**src/rtl/pipe_hazard_ctrl_if.sv**
```systemverilog
// Data-memory request/ready handshake between the hazard sequencer
// and the data-memory port.
interface pipe_hazard_ctrl_if;
   logic req;
   logic ready;

   modport master (output req, input ready);
   modport slave (input req, output ready);
endinterface

```
**src/rtl/pipe_hazard_ctrl.sv**
```systemverilog
// Stall/flush sequencer for the 5-stage pipeline registers.
// Optional event counters: define PIPE_HAZARD_CTRL_PERF_EN.
module pipe_hazard_ctrl #(
   parameter int MAX_WAIT = 16,
   parameter int CNT_W    = 32
) (
   input  logic             clk,
   input  logic             reset,
   input  logic [4:0]       id_rs1,
   input  logic [4:0]       id_rs2,
   input  logic             id_use_rs1,
   input  logic             id_use_rs2,
   input  logic [4:0]       ex_rd,
   input  logic             ex_memread,
   input  logic             ex_redirect,
   input  logic             mem_access,
   pipe_hazard_ctrl_if.master dmem,
   output logic             pc_en,
   output logic             if_id_en,
   output logic             id_ex_en,
   output logic             ex_mem_en,
   output logic             mem_wb_en,
   output logic             if_id_flush,
   output logic             id_ex_flush,
   output logic             mem_wb_flush,
   output logic             mem_timeout,
   output logic [CNT_W-1:0] perf_mem_stall,
   output logic [CNT_W-1:0] perf_lu_stall,
   output logic [CNT_W-1:0] perf_flush
);

   typedef enum logic {
      RUN      = 1'b0,
      MEM_WAIT = 1'b1
   } state_t;

   localparam logic [7:0] LIM   = 8'(MAX_WAIT);
   localparam logic [7:0] LIM_M = 8'(MAX_WAIT - 1);

   state_t     state_q, state_d;
   logic [7:0] wcnt_q;
   logic       mstall;
   logic       lu;
   logic       hit1, hit2;

   assign mstall = mem_access & ~dmem.ready;
   assign hit1   = id_use_rs1 & (id_rs1 == ex_rd);
   assign hit2   = id_use_rs2 & (id_rs2 == ex_rd);
   assign lu     = ex_memread & (ex_rd != 5'd0) & (hit1 | hit2);

   always_ff @(posedge clk) begin
      if (reset) state_q <= RUN;
      else       state_q <= state_d;
   end

   always_comb begin
      state_d = state_q;
      unique case (state_q)
         RUN:      if (mstall)     state_d = MEM_WAIT;
         MEM_WAIT: if (dmem.ready) state_d = RUN;
         default:  state_d = RUN;
      endcase
   end

   // Counter keeps running (saturated) after a timeout; no abort
   always_ff @(posedge clk) begin
      if (reset) begin
         wcnt_q      <= 8'd0;
         mem_timeout <= 1'b0;
      end else if (state_q == RUN) begin
         if (state_d == MEM_WAIT) wcnt_q <= 8'd0;
      end else begin
         if (wcnt_q != LIM)    wcnt_q      <= wcnt_q + 8'd1;
         if (wcnt_q >= LIM_M)  mem_timeout <= 1'b1;
      end
   end

   always_comb begin
      dmem.req     = mem_access & ~reset;
      pc_en        = 1'b1;
      if_id_en     = 1'b1;
      id_ex_en     = 1'b1;
      ex_mem_en    = 1'b1;
      mem_wb_en    = 1'b1;
      if_id_flush  = 1'b0;
      id_ex_flush  = 1'b0;
      mem_wb_flush = 1'b0;
      if (reset) begin
         pc_en        = 1'b0;
         if_id_en     = 1'b0;
         id_ex_en     = 1'b0;
         ex_mem_en    = 1'b0;
         mem_wb_en    = 1'b0;
         if_id_flush  = 1'b1;
         id_ex_flush  = 1'b1;
         mem_wb_flush = 1'b1;
      end else if (mstall) begin
         // bubble into WB so the stalled MEM result is written once
         pc_en        = 1'b0;
         if_id_en     = 1'b0;
         id_ex_en     = 1'b0;
         ex_mem_en    = 1'b0;
         mem_wb_flush = 1'b1;
      end else if (ex_redirect) begin
         if_id_flush = 1'b1;
         id_ex_flush = 1'b1;
      end else if (lu) begin
         pc_en       = 1'b0;
         if_id_en    = 1'b0;
         id_ex_flush = 1'b1;
      end
   end

`ifdef PIPE_HAZARD_CTRL_PERF_EN
   logic [CNT_W-1:0] ms_q, lu_q, fl_q;
   logic             lu_ev, fl_ev;

   assign lu_ev = lu & ~mstall & ~ex_redirect;
   assign fl_ev = ex_redirect & ~mstall;

   always_ff @(posedge clk) begin
      if (reset) begin
         ms_q <= '0;
         lu_q <= '0;
         fl_q <= '0;
      end else begin
         if (mstall) ms_q <= ms_q + 1'b1;
         if (lu_ev)  lu_q <= lu_q + 1'b1;
         if (fl_ev)  fl_q <= fl_q + 1'b1;
      end
   end

   assign perf_mem_stall = ms_q;
   assign perf_lu_stall  = lu_q;
   assign perf_flush     = fl_q;
`else
   assign perf_mem_stall = '0;
   assign perf_lu_stall  = '0;
   assign perf_flush     = '0;
`endif

endmodule

```
**src/flat_wrapper.sv**
```systemverilog
// flat-port wrapper written by rule: the top's interface ports become plain ports
module pipe_hazard_ctrl_flat 
#(
   parameter int MAX_WAIT = 16,
   parameter int CNT_W    = 32
)
  (clk, reset, id_rs1, id_rs2, id_use_rs1, id_use_rs2, ex_rd, ex_memread, ex_redirect, mem_access, pc_en, if_id_en, id_ex_en, ex_mem_en, mem_wb_en, if_id_flush, id_ex_flush, mem_wb_flush, mem_timeout, perf_mem_stall, perf_lu_stall, perf_flush, dmem_req, dmem_ready);
  pipe_hazard_ctrl_if dmem_i ();
  input  logic clk;
  input  logic reset;
  input  logic [4:0] id_rs1;
  input  logic [4:0] id_rs2;
  input  logic id_use_rs1;
  input  logic id_use_rs2;
  input  logic [4:0] ex_rd;
  input  logic ex_memread;
  input  logic ex_redirect;
  input  logic mem_access;
  output logic pc_en;
  output logic if_id_en;
  output logic id_ex_en;
  output logic ex_mem_en;
  output logic mem_wb_en;
  output logic if_id_flush;
  output logic id_ex_flush;
  output logic mem_wb_flush;
  output logic mem_timeout;
  output logic [CNT_W-1:0] perf_mem_stall;
  output logic [CNT_W-1:0] perf_lu_stall;
  output logic [CNT_W-1:0] perf_flush;
  output wire logic [$bits(dmem_i.req)-1:0] dmem_req;
  input wire logic [$bits(dmem_i.ready)-1:0] dmem_ready;
  assign dmem_req = dmem_i.req;
  assign dmem_i.ready = dmem_ready;
  pipe_hazard_ctrl #(.MAX_WAIT(MAX_WAIT), .CNT_W(CNT_W)) u_core (.clk(clk), .reset(reset), .id_rs1(id_rs1), .id_rs2(id_rs2), .id_use_rs1(id_use_rs1), .id_use_rs2(id_use_rs2), .ex_rd(ex_rd), .ex_memread(ex_memread), .ex_redirect(ex_redirect), .mem_access(mem_access), .dmem(dmem_i), .pc_en(pc_en), .if_id_en(if_id_en), .id_ex_en(id_ex_en), .ex_mem_en(ex_mem_en), .mem_wb_en(mem_wb_en), .if_id_flush(if_id_flush), .id_ex_flush(id_ex_flush), .mem_wb_flush(mem_wb_flush), .mem_timeout(mem_timeout), .perf_mem_stall(perf_mem_stall), .perf_lu_stall(perf_lu_stall), .perf_flush(perf_flush));
endmodule
```
**config.mk**
```make
export PLATFORM = sky130hd
export DESIGN_NAME = pipe_hazard_ctrl_flat
export DESIGN_NICKNAME = d
export VERILOG_FILES = /design/src/rtl/pipe_hazard_ctrl_if.sv /design/src/rtl/pipe_hazard_ctrl.sv /design/src/flat_wrapper.sv
export SDC_FILE = /design/constraint.sdc
export NUM_CORES = 1
export LEC_CHECK = 0
export BUFFER_PORTS_ARGS = -buffer_cell sky130_fd_sc_hd__buf_2
export CORE_ASPECT_RATIO = 1.4
export CORE_MARGIN = 3
export CORE_UTILIZATION = 41
export CTS_CLUSTER_DIAMETER = 200
export DETAILED_ROUTE_END_ITERATION = 8
export GPL_TIMING_DRIVEN = 0
export MAX_ROUTING_LAYER = met4
export PLACE_DENSITY_LB_ADDON = 0.15
export SLEW_MARGIN = 20
export SYNTH_ARGS = -nofsm -noshare
export SYNTH_HDL_FRONTEND = slang
export SYNTH_SLANG_ARGS = --single-unit
export TNS_END_PERCENT = 10
```
**constraint.sdc**
```tcl
create_clock -name clk -period 4.5 [get_ports clk]
set_clock_uncertainty 0.2 [all_clocks]
set_input_delay 0.225 -clock clk [delete_from_list [all_inputs] [get_ports clk]]
set_output_delay 0.225 -clock clk [all_outputs]
set_load 0.03 [all_outputs]
```
## Word-level counts from Yosys, hierarchy flattened

Index checks and enable logic that the tools add are counted.

| word-level totals | value |
|---|---|
| bits in writable memories | 0 |
| memories | 0 |
| word-level logic and storage cells | 44 |
| input port bits | 23 |
| bits in latches | 0 |
| memory bits (read-only) | 0 |
| output and inout port bits | 106 |
| bits in registers | 10 |

| operators by class | value |
|---|---|
| div/mod/pow operators | 0 |
| eq/ne operators | 4 |
| muxes and demuxes | 21 |
| shift operators | 0 |
| bitwise logic cells | 10 |
| $mul | 0 |
| $lt $le $gt $ge | 1 |
| reduce and logical (&&, ||, !) cells | 4 |
| $add $sub $neg | 1 |

Operator list:

| cell | count |
|---|---|
| $mux W8 | 3 |
| $mux W1 | 17 |
| $eq A5 B5 Y1 | 2 |
| $add A8 B1 Y8 const B | 1 |
| $ge A8 B4 Y1 const B | 1 |
| $ne A8 B5 Y1 const B | 1 |
| $and A1 B1 Y1 | 6 |
| $reduce_bool A5 Y1 | 1 |
| $reduce_and A2 Y1 | 2 |
| $not A1 Y1 | 3 |
| $ne A2 B2 Y1 const B | 1 |
| $pmux W1 S2 | 1 |
| $reduce_bool A2 Y1 | 1 |
| $or A1 B1 Y1 | 1 |

## Depth between registers and ports, before layout

| logic depth | value |
|---|---|
| word-level depth | 8 |
| depth in mapped cells | 6 |
| mapped depth without buffers | 6 |

## Worst setup path after synthesis

OpenSTA, ideal clock, no wires.

| timing path | value |
|---|---|
| kind | input port to output port |
| from | in reset |
| to | out pc_en |
| setup slack | 2168 ps |
| stages on the path | 6 |
| buffers on the path | 2 |
| data required time | 4075 ps |
| arrival time | 1907 ps |
| path through | clkbuf_1 > inv_1 > nand2_1 > inv_1 > o31a_1 > buf_4 |

| between the ends | value |
|---|---|
| longest elaborated chain between the ends | 1 |

RTL lines:

| what | line | source |
|---|---|---|
| from (decl) | flat_wrapper.sv:10 | `input logic reset;` |
| $mux W1 | n/a |  |
| to (decl) | flat_wrapper.sv:19 | `output logic pc_en;` |

No other way between the ends.

## Worst setup path in the final report

| timing path | value |
|---|---|
| from | in dmem_ready |
| to | out pc_en |

| between the ends | value |
|---|---|
| longest elaborated chain between the ends | 4 |

RTL lines:

| what | line | source |
|---|---|---|
| from (decl) | flat_wrapper.sv:32 | `input wire logic [$bits(dmem_i.ready)-1:0] dmem_ready;` |
| $not A1 Y1 | pipe_hazard_ctrl.sv:46 | `assign mstall = mem_access & ~dmem.ready;` |
| $and A1 B1 Y1 | pipe_hazard_ctrl.sv:46 |  |
| $mux W1 | pipe_hazard_ctrl.sv:97 | `end else if (mstall) begin` |
| $mux W1 | pipe_hazard_ctrl.sv:88 | `if (reset) begin` |

No other way between the ends.

==> metrics <==
share of layout cells above drive strength 1 0.4263; drt first pass iters 4; max-cap violations 0; final critical-path setup slack 2427 ps; Antenna diodes 0; initial antenna violation count 0; Worst Path Class, Setup input port to output pin; Vias per Instance ~3.6; Routability Congestion 0.8455; Unique masters post-synth 33; status finished clean; WL final 3361 um; row count 24; IO Count 129; DR iter-0 viols 27; IO Port Bufs 31; Min Clock Period, post-route 2073 ps; Tcrit/Tclk final 0.4607; first-pass GRT wire length between 4000 and 5000 um; total power 0.4346 mW; largest buffer count on any clock path 2; CTS-repair resized insts 0; Wirelength per Cell 9.388 um; GRT Overall Usage 0.1494; setup violators final 0; Post CTS Setup Buffer Count 0; sequential area share after synthesis 0.1405; FF+latch count, synth 10; Starting Density 0.4435; Clk Tree Root Cell clkbuf_8; Place WS 2473 ps; GR Overflow Total 0; CTS H-tree depth 1; post-synthesis average cell area 7.580 sq um; data arrival time of the critical path 1650 ps; number of remaining DRC errors 0; xor/xnor share of the synthesized area 0.07375; Final Hold Viols 0; setup TNS 0 ps; Cells after Synth 188; Hold Buf Count CTS 1; commonest non-fill, non-tap cell in the layout buf_4; post-synthesis simple-gate area fraction 0.1370; Crit Path Max Fanout 3; die width 55.83 um; clock transition at the registers of the reported paths 50 ps; Final ANT Viol Nets 0; fin util 0.6382; Net count, final ~350; synthesized area 0.001425 sq mm; critical path endpoint category output pin; dpl hpwl between 2000 and 3000 um; RSZ-0062 raised after global routing false; Layout area overhead 43.90%; VDD IR max around 210 uV; vias post-DR 1272; crit start category input port; f_max 0.4824 GHz; post-synthesis mux area share 0; area share of fa/ha/maj cells after synthesis 0.01756; Synth top area share 0.5162; largest net degree at the start of global routing 11; Synth Area in Compound Gates 0.09043; Critical Path RT 4070 ps; vias in the first global route roughly 1100; total power per unit cell area 211.9 mW/mm^2; TritonCTS Buffers 3; Leak ~1.3 nW; dominant cells by area after synthesis buf_4 (52%), dfxtp_1 (14%), xor2_1 (6.1%); post-synth top area cell buf_4; max-slew violations 0; CTS tree built; most frequent cells in the layout buf_4 (98), conb_1 (96), buf_2 (32); Total Die Area 0.004229 sq mm; Hold WC Path Type input port to flop; Ys Warns 0; core area 0.003213 sq mm; CTS Sinks 10; Skew-Pair Late Insertion Delay ~240 ps; main combinational cell family by area after synthesis buffers and inverters; Die Ht 75.76 um
-- path summary, 6_finish.rpt --
check | to | slack (ps) | depth (start not counted) | start
min | u_core.state_q | 80 | 3 | mem_access
min reg2reg | u_core.mem_timeout | 270 | 2 | u_core.mem_timeout
max reg2reg | u_core.mem_timeout | 2780 | 5 | u_core.wcnt_q[0]
max | pc_en | 2430 | 8 | dmem_ready
-- power by group --
part | leakage, nW | total [mW] | switching (mW) | internal [mW]
Sequential | 0.0809 | 0.0909 | 0.00103 | 0.0899
Clock | 0.0288 | 0.115 | 0.0382 | 0.0771
Combinational | 1.16 | 0.228 | 0.151 | 0.0778
Total | 1.26 | 0.435 | 0.190 | 0.245
-- worst max-delay path, cell delays in order --
cell and delay, ps:
dlygate4sd3_1 540, buf_2 120, nand2b_1 140, nand2_1 70, inv_1 100, o31a_1 160
buf_4 100, buf_2 190
-- area by class of cell --
cell class,instances,area [sq um]
buffer,100,744.5
tap,39,48.80
timing repair buffer,32,165.2
inverter,6,22.52
sequential,10,200.2
multi-input combinational,167,814.5
clock buffer,4,55.05
fill,323,1162
-- sequential cells by signal, indices dropped and copies added, names as in the netlist --
register	cells
u_core.mem_timeout	1
u_core.wcnt_q	8
u_core.state_q	1
-- metrics by stage --
step	hold WS, ps	instance area, sq um	cells
floorplan	104.3	1782	283
finish	76.36	2051	358
detailed placement	221.8	1986	353
global placement	223.1	1986	353
CTS	76.76	2051	358
global route	86.87	2051	358
-- Yosys cell counts --
| library cell | n |
|---|---|
| buf_4 | 98 |
| dfxtp_1 | 10 |
| nor2_1 | 10 |
| xor2_1 | 10 |
| nand2_1 | 7 |
| inv_1 | 6 |
| o21ai_0 | 6 |
| a21oi_1 | 5 |
| nor3_1 | 5 |
| a311oi_1 | 2 |
| and3_1 | 2 |
| ha_1 | 2 |
| nor2b_1 | 2 |
| nor4_1 | 2 |
| o2111ai_1 | 2 |
| xnor2_1 | 2 |
| a32oi_1 | 1 |
| and2_0 | 1 |
| and3_2 | 1 |
| buf_2 | 1 |
| clkbuf_1 | 1 |
| conb_1 | 1 |
| nand2b_1 | 1 |
| nand3_1 | 1 |
| nand3b_1 | 1 |
| nand4bb_1 | 1 |
| o21a_1 | 1 |
| o21ai_1 | 1 |
| o311ai_1 | 1 |
| o31a_1 | 1 |
| or3_1 | 1 |
| or3_4 | 1 |
| or4_1 | 1 |
-- cell families (layout without fill, tap and decap cells) --
logic type      count (synthesis)  in the layout
buf+inv                       106            142
simple gates                   37             37
compound gates                 20             20
xor+xnor                       12             12
flops                          10             10
fa+ha+maj                       2              2
other cells                     1             96
-- layer usage --
metal  wire (um)  GRT usage  vias up
met5           0          -        -
met4          61    0.06332        0
met3         388    0.04068        7
met2        1760     0.2750       83
met1        1150     0.1508      506
li1            -          -      676
No activity file was read; power rests on OpenSTA's default activity.
